==> config.mk <==
export PLATFORM = sky130hd
export DESIGN_NAME = alu_operand_regs
export DESIGN_NICKNAME = d
export VERILOG_FILES = /design/src/rtl/alu_operand_regs.sv
export SDC_FILE = /design/constraint.sdc
export NUM_CORES = 1
export LEC_CHECK = 0
export BUFFER_PORTS_ARGS = -buffer_cell sky130_fd_sc_hd__buf_2
export CAP_MARGIN = 20
export CORE_ASPECT_RATIO = 0.7
export CORE_UTILIZATION = 50
export DETAILED_ROUTE_END_ITERATION = 8
export PLACE_DENSITY_LB_ADDON = 0.3
export SYNTH_ARGS = -nofsm -noshare
export SYNTH_HDL_FRONTEND = slang
export SYNTH_SLANG_ARGS = --single-unit
==> constraint.sdc <==
create_clock -name clk -period 3.6 [get_ports clk]
set_input_delay 0.9 -clock clk [delete_from_list [all_inputs] [get_ports clk]]
set_output_delay 0.9 -clock clk [all_outputs]
set_load 0.01 [all_outputs]
==> src/rtl/alu_operand_regs.sv <==
// Operand/accumulator register block feeding an external combinational ALU.
// LDA/LDB load A/B directly; ADD/SUB run IDLE -> EXEC -> WB and write the result back into A.
module alu_operand_regs #(
   parameter int WIDTH = 8
) (
   input  logic             clk,
   input  logic             rst,
   input  logic             cmd_valid,
   output logic             cmd_ready,
   input  logic [1:0]       cmd_op,
   input  logic [WIDTH-1:0] bus_in,
   output logic [WIDTH-1:0] alu_a,
   output logic [WIDTH-1:0] alu_b,
   output logic             alu_sub,
   input  logic [WIDTH-1:0] alu_out,
   output logic [WIDTH-1:0] acc,
   output logic             carry,
   output logic             zero,
   output logic             done
);

   localparam logic [1:0] IDLE = 2'd0;
   localparam logic [1:0] EXEC = 2'd1;
   localparam logic [1:0] WB   = 2'd2;

   localparam logic [1:0] OP_LDA = 2'b00;
   localparam logic [1:0] OP_LDB = 2'b01;
   localparam logic [1:0] OP_ADD = 2'b10;
   localparam logic [1:0] OP_SUB = 2'b11;

   logic [1:0]       state_q, state_d;
   logic [WIDTH-1:0] a_q, a_d;
   logic [WIDTH-1:0] b_q, b_d;
   logic             sub_q, sub_d;
   logic             carry_q, carry_d;
   logic             zero_q, zero_d;
   logic             done_q, done_d;
   logic             accept_s;

   // Carry out of A+B, or of A+~B+1 for subtract (1 = no borrow, A >= B).
   function automatic logic carry_out(input logic [WIDTH-1:0] a,
                                      input logic [WIDTH-1:0] b,
                                      input logic             sub);
      logic [WIDTH:0] sum;
      sum = {1'b0, a} + {1'b0, (sub ? ~b : b)} + {{WIDTH{1'b0}}, sub};
      return sum[WIDTH];
   endfunction

   assign cmd_ready = (state_q == IDLE) && !rst;
   assign accept_s  = cmd_valid && cmd_ready;

   assign alu_a   = a_q;
   assign alu_b   = b_q;
   assign alu_sub = sub_q;
   assign acc     = a_q;
   assign carry   = carry_q;
   assign zero    = zero_q;
   assign done    = done_q;

   // Next-state and register update logic.
   always_comb begin
      state_d = state_q;
      a_d     = a_q;
      b_d     = b_q;
      sub_d   = sub_q;
      carry_d = carry_q;
      zero_d  = zero_q;
      done_d  = 1'b0;
      case (state_q)
         IDLE: begin
            if (accept_s) begin
               case (cmd_op)
                  OP_LDA: begin
                     a_d    = bus_in;
                     done_d = 1'b1;
                  end
                  OP_LDB: begin
                     b_d    = bus_in;
                     done_d = 1'b1;
                  end
                  OP_ADD: begin
                     sub_d   = 1'b0;
                     state_d = EXEC;
                  end
                  OP_SUB: begin
                     sub_d   = 1'b1;
                     state_d = EXEC;
                  end
                  default: begin
                     state_d = IDLE;
                  end
               endcase
            end else begin
               state_d = IDLE;
            end
         end
         // ALU settle cycle; nothing is written here.
         EXEC: begin
            state_d = WB;
         end
         WB: begin
            a_d     = alu_out;
            zero_d  = (alu_out == {WIDTH{1'b0}});
            carry_d = carry_out(a_q, b_q, sub_q);
            done_d  = 1'b1;
            state_d = IDLE;
         end
         default: begin
            state_d = IDLE;
         end
      endcase
   end

   // State registers with synchronous reset that overrides any command.
   always_ff @(posedge clk) begin
      if (rst) begin
         state_q <= IDLE;
         a_q     <= {WIDTH{1'b0}};
         b_q     <= {WIDTH{1'b0}};
         sub_q   <= 1'b0;
         carry_q <= 1'b0;
         zero_q  <= 1'b0;
         done_q  <= 1'b0;
      end else begin
         state_q <= state_d;
         a_q     <= a_d;
         b_q     <= b_d;
         sub_q   <= sub_d;
         carry_q <= carry_d;
         zero_q  <= zero_d;
         done_q  <= done_d;
      end
   end

endmodule

==> After elaboration in Yosys (flattened, before gate mapping) <==
Index checks and enable logic that the tools add are counted.
{ "totals": {"regBits": 22, "inputBits": 21, "out_inout_bits": 29, "elab_cells": 42} }
{ "op_classes": {"add_sub_neg": 2, "n_eq_ne": 8, "muxes": 11, "bitwise": 1, "reduce_logical": 13} }
{ "ops": {"columns": ["cell", "n"], "rows": [
  ["$mux 8", 3],
  ["$pmux 8 s2", 1],
  ["$add 8x8->9", 1],
  ["$add 9x1->9", 1],
  ["$reduce_and 3->1", 3],
  ["$logic_not 8->1", 1],
  ["$not 8->8", 1],
  ["$eq 2x2->1 const B", 3],
  ["$eq 2x1->1 const B", 2],
  ["$logic_not 2->1", 2],
  ["$mux 2", 2],
  ["$pmux 1 s2", 2],
  ["$pmux 2 s2", 1],
  ["$reduce_bool 2->1", 2],
  ["$reduce_or 2->1", 2],
  ["$ne 3x3->1 const B", 1],
  ["$logic_and 1x1->1", 2],
  ["$mux 1", 2],
  ["$ne 2x1->1 const B", 1],
  ["$ne 2x2->1 const B", 1],
  ["$logic_not 1->1", 1]
]} }

==> Longest topological paths before layout <==
{ "logic_depth": {"word_depth": 5, "mapped_depth": 7, "ltp_nobuf": 6} }

==> Least setup slack after synthesis <==
Ideal clock, no wire load.
{ "synth_path": {"path_type": "input -> output", "from": "in rst", "to": "out cmd_ready", "t_arrival_ps": 1221, "t_required_ps": 2700, "path_slack_ps": 1479, "path_stages": 1, "path_buffers": 0, "path_cell_list": "nor3_1"} }
{ "synth_via": {"elab_chain_len": 2} }
{ "synth_rtl": {"columns": ["item", "line", "source"], "rows": [
  ["from (decl)", "7", "input logic rst,"],
  ["$logic_not 1->1", "49", "assign cmd_ready = (state_q == IDLE) && !rst;"],
  ["$logic_and 1x1->1", "49", null],
  ["to (decl)", "9", "output logic cmd_ready,"]
]} }
Every way passes these cells.

==> Worst setup path in the final report <==
Same ends and word-level chain as after synthesis.

==> flow_summary.json <==
{
  "first_pass_iters": 4,
  "rsz0062_at_grt": "false",
  "regArea_um2": 440,
  "ff2ff_path_depth": 6,
  "root_buffer": "clkbuf_4",
  "numCtsBuffers": 3,
  "route.met2.wl_um": 1040,
  "drc_errors": 0,
  "post-route-period-util_pct": 69.5,
  "multi_input_area_um2": 631,
  "avgSynthCellArea_um2": 9.67,
  "avgRoutedWirePerCell_um": 13.4,
  "start_util_pct": 53.9,
  "synth_warnings": 0,
  "endpoint_kind": "output pin",
  "dp_hpwl_um": 2080,
  "hold_viol": 0,
  "r2r_start": "alu_sub",
  "top_layer_used": "met4",
  "drt-total-wl_um": 2570,
  "grt_use_total_pct": 22.3,
  "portBuffers": 49,
  "slowest_stage": "nor3_1",
  "peakVddDrop_mv": 0.194,
  "antenna_found_initial": 0,
  "layout_commonest_cell": "buf_2",
  "n_fill_cell": 194,
  "path_class": "in -> out",
  "syn-instance-count": 121,
  "rows": 14,
  "outcome": "complete, no violations",
  "cts_tree": "built",
  "boundaryPins": 50,
  "grt_max_degree": 24,
  "cts_setup_buffers": 0,
  "via_per_inst": 5.08,
  "post-route-util_pct": 64.5,
  "placed_cell_area_um2": 1360,
  "slew_viol_final": 0,
  "design.die.area_um2": 2540,
  "syn2layout_area_growth_pct": 19.7,
  "clk_pin_slew_ps": 110,
  "place_ws_ps": 1090,
  "cp-endpoint": "cmd_ready",
  "ys_ff_latch": 22,
  "seq_area_frac_synth_pct": 37.6,
  "max_freq_ghz": 0.400,
  "hold_class": "reg -> reg",
  "crit_chain": "buf_2 > nor3_1 > buf_2",
  "grt-ovfl-total": 0,
  "worst-endpoint-required_ps": 2700,
  "cellPowerDensity_nw_per_um2": 339,
  "synth_area_um2": 1170,
  "nets": 189,
  "worstMarginPinSlew_ps": 563,
  "grt_pass1_vias": 877,
  "grt_first_pass_wirelength_um": 4150,
  "tns_ps": 0,
  "startpoint_type": "input port",
  "fin_area_um2": 1400,
  "arrival_ps": 1600,
  "cts.sinks": 22,
  "timing.final.ws_setup_ps": 1100,
  "period_needed_ps": 2500,
  "die_x_um": 59.8,
  "drive_gt1_share_pct": 36.3,
  "yosys-top-cells-area": "dfxtp_1 38%, mux2i_1 15%, ha_1 7.5%",
  "clock_latency_ps": 310,
  "cts.path.max_buffers": 2,
  "r2r_end": "carry",
  "layout_common_cells": "49 x buf_2, 22 x dfxtp_1, 20 x nor2_1",
  "leakagePower_uw": 0.000679,
  "drt-met1-wl_um": 1400,
  "startpoint": "rst",
  "die_h_um": 42.5,
  "diodes": 0,
  "place_congestion": 0.812,
  "postCtsResizedCells": 0,
  "timing.clock.skew_ps": 7.83,
  "synth_cell_types": 26,
  "vias": 975,
  "syn_nets": 149,
  "drt-initial-drc-count": 29,
  "cts_hold_buf": 0,
  "core_area_um2": 2170,
  "yosysTopAreaCellShare_pct": 37.6,
  "slew_headroom_pct": 62.4,
  "cap_violations": 0,
  "slowest_delay_ps": 270,
  "ant_nets": 0,
  "r2r_setup_slack_ps": 1800,
  "cpMostUsedCell": "buf_2",
  "cp_max_fo": 23,
  "route.met3.wl_um": 117,
  "setup_viol": 0,
  "cts_htree_levels": 1,
  "synth_largest_area_cell": "dfxtp_1"
}
==> final cells by class <==
cell class	count	share of cell area, %
Inverter	2	0.536
Timing Repair Buffer	49	17.5
Multi-Input combinational cell	83	45.0
Sequential cell	22	31.5
Clock buffer	4	2.59
Tap cell	32	2.86
==> report_power, final <==
part	total, µW	internal [µW]	switching [µW]
registers	263	253	10.4
logic	78.4	35.5	42.9
clock network	133	61.8	71.4
total	475	350	125
==> registers in the layout, indices dropped and copies added (netlist names) <==
name and cells:
alu_sub 1, alu_b 8, done 1, state_q 2, acc 8, carry 1, zero 1
==> how the worst min path moves through the flow <==
stage                     from         end  slack (ps)  cells after the start
floorplan           state_q[1]  state_q[1]         440                      1
global placement    state_q[1]  state_q[1]         480                      1
detailed placement  state_q[1]  state_q[1]         470                      1
CTS                 state_q[1]  state_q[1]         490                      1
global route        state_q[1]  state_q[1]         530                      1
finish              state_q[1]  state_q[1]         490                      1
==> per-layer routing <==
layer / global-route usage (%) / up-vias
met3: 6.48 / 2
met4: 4.19 / 0
met1: 34.8 / 437
met5: 0 / -
li1: - / 502
met2: 30.0 / 34
==> Yosys cell counts <==
master / number
a211oi_1: 8
a211oi_2: 2
a21oi_1: 2
a21oi_4: 1
and3_1: 2
and4_1: 1
buf_1: 1
buf_2: 1
buf_4: 8
buf_6: 1
clkbuf_1: 3
dfxtp_1: 22
ha_1: 7
inv_1: 2
mux2i_1: 18
nand3_1: 2
nor2_1: 20
nor2_2: 1
nor2b_1: 1
nor3_1: 2
nor3b_1: 1
nor4_1: 3
o21ai_0: 3
o22ai_1: 1
or4b_4: 1
xor2_1: 7
==> kinds of logic after synthesis <==
group	synth area share, %
muxes	15.4
and+or+nand+nor	14.4
AOI/OAI and AO/OA	11.3
adders and majority gates	7.49
xor gates and xnor gates	5.24
DFF	37.6
buffers and inverters	8.45
==> metrics by stage <==
stage               hold WS, ps  instances  total power, µW
floorplan                   445        121              318
global placement            476        188              344
detailed placement          473        188              347
CTS                         490        192              477
global route                534        192              499
finish                      495        192              475
==> worst max-delay path: cells and delay by family <==
family | cells | cell delay [ps]
AND/OR/NAND/NOR | 1 | 270
buffers and inverters | 2 | 430
No activity file was read; power rests on OpenSTA's default activity.
